`config.mk`:
```
export PLATFORM = sky130hd
export DESIGN_NAME = serial_sub
export DESIGN_NICKNAME = d
export VERILOG_FILES = /design/src/rtl/serial_sub.sv
export SDC_FILE = /design/constraint.sdc
export NUM_CORES = 1
export LEC_CHECK = 0
export ABC_AREA = 1
export BUFFER_PORTS_ARGS = -buffer_cell sky130_fd_sc_hd__buf_2
export CORE_MARGIN = 2
export CORE_UTILIZATION = 54
export DETAILED_ROUTE_END_ITERATION = 6
export PLACE_DENSITY = 0.83
export SETUP_SLACK_MARGIN = 0.15
export SLEW_MARGIN = 15
export SYNTH_ARGS = -nofsm -noshare
export SYNTH_HDL_FRONTEND = slang
export SYNTH_SLANG_ARGS = --single-unit
```
`constraint.sdc`:
```
create_clock -name clk -period 1.57 [get_ports clk]
set_clock_uncertainty 0.15 [all_clocks]
set_input_delay 0.2355 -clock clk [delete_from_list [all_inputs] [get_ports clk]]
set_output_delay 0.2355 -clock clk [all_outputs]
set_load 0.1 [all_outputs]
```
`src/rtl/serial_sub.sv`:
```
// Bit-serial subtractor: a - b - borrow_in, LSB first,
// one full-subtractor cell and a borrow flop, valid/ready on both sides.
module serial_sub #(
  parameter int WIDTH = 8
) (
  input  logic             clk,
  input  logic             reset_n,
  input  logic             in_valid,
  output logic             in_ready,
  input  logic [WIDTH-1:0] a,
  input  logic [WIDTH-1:0] b,
  input  logic             borrow_in,
  output logic             out_valid,
  input  logic             out_ready,
  output logic [WIDTH-1:0] diff,
  output logic             borrow_out,
  output logic             ovf,
  output logic             busy
);

  localparam int CNT_W = $clog2(WIDTH) + 1;
  localparam logic [CNT_W-1:0] LAST = CNT_W'(WIDTH - 1);

  typedef enum logic [1:0] {
    IDLE,
    RUN,
    DONE
  } state_t;

  state_t state;
  state_t nxt;

  logic [WIDTH-1:0] a_r;
  logic [WIDTH-1:0] b_r;
  logic [WIDTH-1:0] acc;
  logic [WIDTH-1:0] acc_n;
  logic [CNT_W-1:0] idx;
  logic             br;

  logic ai;
  logic bi;
  logic d;
  logic br_n;
  logic last;
  logic take;
  logic give;

  // Current bit pair sits at the bottom of the operand shifters.
  assign ai = a_r[0];
  assign bi = b_r[0];

  // Full-subtractor cell.
  assign d    = ai ^ bi ^ br;
  assign br_n = (~ai & bi) | (~(ai ^ bi) & br);

  // New bit enters at the MSB; after WIDTH steps bit 0 is the LSB.
  assign acc_n = WIDTH'({d, acc} >> 1);

  assign last = (idx == LAST);
  assign take = (state == IDLE) && in_valid;
  assign give = (state == DONE) && out_ready;

  // State register.
  always_ff @(posedge clk or negedge reset_n) begin
    if (!reset_n) begin
      state <= IDLE;
    end else begin
      state <= nxt;
    end
  end

  // Next state and handshake outputs.
  always_comb begin
    nxt       = state;
    in_ready  = 1'b0;
    out_valid = 1'b0;
    busy      = 1'b1;
    unique case (state)
      IDLE: begin
        in_ready = 1'b1;
        busy     = 1'b0;
        if (take) nxt = RUN;
      end
      RUN: begin
        if (last) nxt = DONE;
      end
      DONE: begin
        out_valid = 1'b1;
        if (give) nxt = IDLE;
      end
      default: begin
        nxt = IDLE;
      end
    endcase
  end

  // Operand capture and the serial bit loop.
  always_ff @(posedge clk or negedge reset_n) begin
    if (!reset_n) begin
      a_r <= '0;
      b_r <= '0;
      acc <= '0;
      br  <= 1'b0;
      idx <= '0;
    end else if (take) begin
      a_r <= a;
      b_r <= b;
      acc <= '0;
      br  <= borrow_in;
      idx <= '0;
    end else if (state == RUN) begin
      a_r <= a_r >> 1;
      b_r <= b_r >> 1;
      acc <= acc_n;
      br  <= br_n;
      idx <= idx + CNT_W'(1);
    end
  end

  // Result registers, loaded only on the final bit step.
  // At that step ai/bi are the operand MSBs and d is the result MSB.
  always_ff @(posedge clk or negedge reset_n) begin
    if (!reset_n) begin
      diff       <= '0;
      borrow_out <= 1'b0;
      ovf        <= 1'b0;
    end else if ((state == RUN) && last) begin
      diff       <= acc_n;
      borrow_out <= br_n;
      ovf        <= (ai != bi) && (d != ai);
    end
  end

endmodule

```
# Word-level counts from Yosys, hierarchy flattened
# Index checks and enable logic that the tools add are counted.
# totals
regBits	41
inputBits	21
output_inout_bits	13
wordCells	49
# classes
addsub	1
eq_ne	8
muxes	17
bitwise_logic	7
reduce_logical	7
# ops
operator	count
8-bit two-way mux	6
4-bit two-way mux	2
2-bit two-way mux	3
2-bit inequality test, second input constant	3
2-bit one-hot mux with 3 select lines	1
1-bit two-way mux	5
4-bit by 1-bit adder with 4-bit output, second input constant	1
4-bit by 3-bit equality test with 1-bit output, second input constant	1
1-bit logical AND	4
3-bit AND reduction	1
1-bit AND	2
2-bit by 1-bit equality test with 1-bit output, second input constant	1
2-bit equality test, second input constant	1
2-bit zero test	1
1-bit inequality test	2
1-bit NOT	2
2-bit nonzero test	1
1-bit XOR	2
1-bit OR	1

# Logic depth before layout (Yosys ltp)
# depth
word_depth	6
depth_mapped	7
ltp_nobuf	6

# Least setup slack after synthesis
# Ideal clock, no wire load.
# synth_timing
kind	reg2reg
start	register state[1]
end	register a_r[5]
setup_ns	0.065
arrival_time_ns	2.410
t_required_ns	1.355
setup_slack_ns	-1.055
path_stages_with_launch	7
n_path_buf	1
synth_period_minus_slack_ns	2.625
path_cell_list	dfrtp_1 nor2_1 nand2_1 buf_4 nand2_1 nand2_1 nand2_1
# synth_via
elab_chain_len	3
word_cells_on_any_way	5
classes_between	1 x eq/ne; 1 x mux; 3 x reduce/logical
# synth_lines
item	line	rtl
from (decl)	30	state_t state;
from (signal assigned)	68	state <= nxt;
2-bit zero test	60	assign take = (state == IDLE) && in_valid;
1-bit logical AND	60	
8-bit two-way mux / 2-bit nonzero test (equally long branches)	--	
to (signal assigned)	112	a_r <= a_r >> 1;
to (decl)	33	logic [WIDTH-1:0] a_r;
# Several ways; a longest one is shown, not always the timed one.
# A chain may end at the register's enable or synchronous reset.

# Final worst setup path
# layout_timing
start	register state[0]
end	register b_r[3]
# layout_via
elab_chain_len	3
word_cells_on_any_way	5
classes_between	1 x eq/ne; 1 x mux; 3 x reduce/logical
# layout_lines
item	line	rtl
2-bit zero test	60	
1-bit logical AND	60	
8-bit two-way mux / 2-bit nonzero test (equally long branches)	--	
to (signal assigned)	113	b_r <= b_r >> 1;
to (decl)	34	logic [WIDTH-1:0] b_r;
# Several ways; a longest one is shown, not always the timed one.

==> flow_summary.toml <==
[cts]
clock_sinks = 40
clk_pin_slew_ns = 0.13
cts_made_buffers = 5
cts_tree = "done"
clk_path_buf_depth = 2
clkLatencyLatePin_ns = 0.37
htreeDepth = 2
cts_root_buffer = "clkbuf_4"

[worst_hold_path]
hold_path_class = "input port to register"
worstHoldPathCells = 5

[floorplan]
start_util_pct = 56.7
fp.dieH_um = 63.4
ios = 34
coreArea_sq_um = 3360
core.rowCount = 21
die_x_um = 63.4
die-area_sq_um = 4030

[drt]
first_iter_violations = 277
drc = 0
num_vias = 2208
ant_nets = 0
drt_first_pass_iters = 7
vias_per_cell = 6.00
postRouteWirelength_mm = 8.70
wl_per_cell_um = 23.6

[synthesis]
syn-num-nets = 255
ys_ff_latch = 40
ys_seq_area_share_pct = 52.5
netlist_instances = 231
netlist_area_sq_um = 1910
avgSynthCellArea_sq_um = 8.26
ys_types = 20
yosysWarnings = 0

[critical_path]
crit_path_start_kind = "register"
path_delay_family = "buffers and inverters"
crit_cells = 9
cp.buffers_inverters = 4
critPathRequiredTime_ns = 1.74
reg2regPathDepth = 9
critPathKind = "register to register"
max_stage_delay_ns = 0.51
crit_fanout = 5
arrival_ns = 1.86
crit_path_end_kind = "register"
crit_top_cell = "nand2_1"
cp_slowest_cell = "dfrtp_2"
cp_cell_sequence = "inv_4, buf_6, nor2_8, buf_6, buf_12, nand2_2, nand2_1, nand2_1, nand2_1"

[pwr]
peakVddDrop_mv = 1.86
p_leak_nw = 1.69
power_density_nw_per_um2 = 2380

[flow_run]
drv_cap = 0

[layout]
final_cells = 368
layout_commonest_cell = "nand2_1"
drive_above_1_share_pct = 52.2
syn_to_final_growth_pct = 72.9
num_antenna_cells = 0
fin_nets = 345
final_cell_mix = "67 x nand2_1, 34 x dfrtp_1, 26 x buf_4, 24 x nand2_2, 23 x inv_1"
final_area_sq_um = 3300

[placed_design]
gp_congestion = 0.782
dpl_cell_area_sq_um = 2250
placed_cells = 309
place_hpwl_mm = 2.53
portBuffers = 33

[timing]
setup_viol = 27
period_needed_ns = 1.68
timing.final.crit_share_pct = 107
rsz0062_at_grt = "true"
fin_tns_setup_ns = -1.21
report.final.hold_viol_count = 0
finalWorstSetupSlack_ns = -0.114
report.final.slew_viol_count = 0
slew_headroom_pct = 72.7
worstMarginPinSlew_ns = 0.409
max_freq_ghz = 0.594

[status]
violations = "setup timing"
outcome = "finished with violations"

[global_routing]
grt.total_usage_pct = 28.6
gr-total-overflow = 0
antenna_found_initial = 0
grt_pass1_wl_mm = 8.65
grt_pass1_vias = 1808
grt_max_degree = 27
## layout make-up
cell class | instances | area (sq um)
multi-input cells | 155 | 1040
flip-flops and latches | 40 | 1010
repair buffers | 91 | 992
inverters | 28 | 110
clock buffers | 7 | 65.1
fillers | 41 | 63.8
well taps | 46 | 57.6
clock inverters | 1 | 30.0
## registers in the layout (all words and copies together) (netlist names)
name,count
borrow_out,1
acc,7
br,1
idx,4
b_r,8
ovf,1
state,2
a_r,8
diff,8
## final timing paths
check	slack, ns	endpoint	start
setup / recovery	-0.11	b_r[3]	state[0]
hold / removal	0.04	a_r[1]	a[1]
setup reg to reg	-0.11	b_r[3]	state[0]
hold reg to reg	0.39	acc[3]	acc[3]
max in group asynchronous	0.61	diff[3]	reset_n
min in group asynchronous	0.17	diff[2]	reset_n
## through the flow
step           total power [mW]  worst slack (ns)  hold WS (ns)  util [%]
6_report                   7.85            -0.114        0.0417      98.1
5_1_grt                    8.02            -0.150        0.0592      98.1
4_1_cts                    6.08           -0.0333       0.00561      85.9
3_5_place_dp               4.58             0.105        0.0205      67.0
3_3_place_gp               4.48             0.135        0.0154      67.0
2_1_floorplan              3.91           -0.0607        -0.210         -
## report_power, final
part	leakage (nW)	switching, mW	internal, mW	total (mW)
clock network	0.0515	0.379	0.423	0.802
logic	1.14	3.04	2.01	5.06
registers	0.505	0.504	1.48	1.99
total	1.69	3.93	3.92	7.85
## routing by layer
metal  up-vias  GRT usage [%]  wire, um
met4         0           9.78       718
li1        881              -         -
met1      1039           33.8      2990
met3        64           8.39       780
met5         -              0         0
met2       224           49.5      4210
## cells by family (layout without fill, tap and decap cells)
| kind of cell | count (synthesis) | count (layout) | synth area share, % |
|---|---|---|---|
| simple gates | 127 | 127 | 27.0 |
| buf+inv | 36 | 127 | 9.51 |
| compound gates | 25 | 25 | 8.66 |
| flops | 40 | 40 | 52.5 |
| fa+ha+maj | 3 | 3 | 2.36 |
## synthesized netlist by cell type
master	number	share of area, %
nand2_1	111	22
dfrtp_1	40	52
inv_1	26	5.1
o21ai_0	12	3.1
o21ai_2	10	4.6
nand3_1	6	1.6
buf_6	5	3.0
nor2_1	5	0.98
buf_4	2	0.79
ha_1	2	1.3
inv_2	2	0.39
nand2_2	2	0.66
a21oi_1	1	0.26
buf_2	1	0.26
fa_1	1	1.0
nor2_4	1	0.59
nor2_8	1	1.0
o21ai_1	1	0.26
o31ai_1	1	0.39
or2_2	1	0.33
## worst reg2reg max path, cell delays in order (launching register included)
cell	delay (ns)
dfrtp_2	0.51
inv_4	0.08
buf_6	0.14
nor2_8	0.12
buf_6	0.16
buf_12	0.15
nand2_2	0.08
nand2_1	0.12
nand2_1	0.07
nand2_1	0.06
## repair_timing
item | in CTS | in global routing
gates resized for setup | 63 | 69
hold buffers | 15 | 0
hold endpoints to repair | 54 | 0
endpoints found under the setup margin | 33 | 49
setup buffers | 11 | 19
pin swaps | 14 | 27
gates cloned | 4 | 2
No activity file was read; power rests on OpenSTA's default activity.
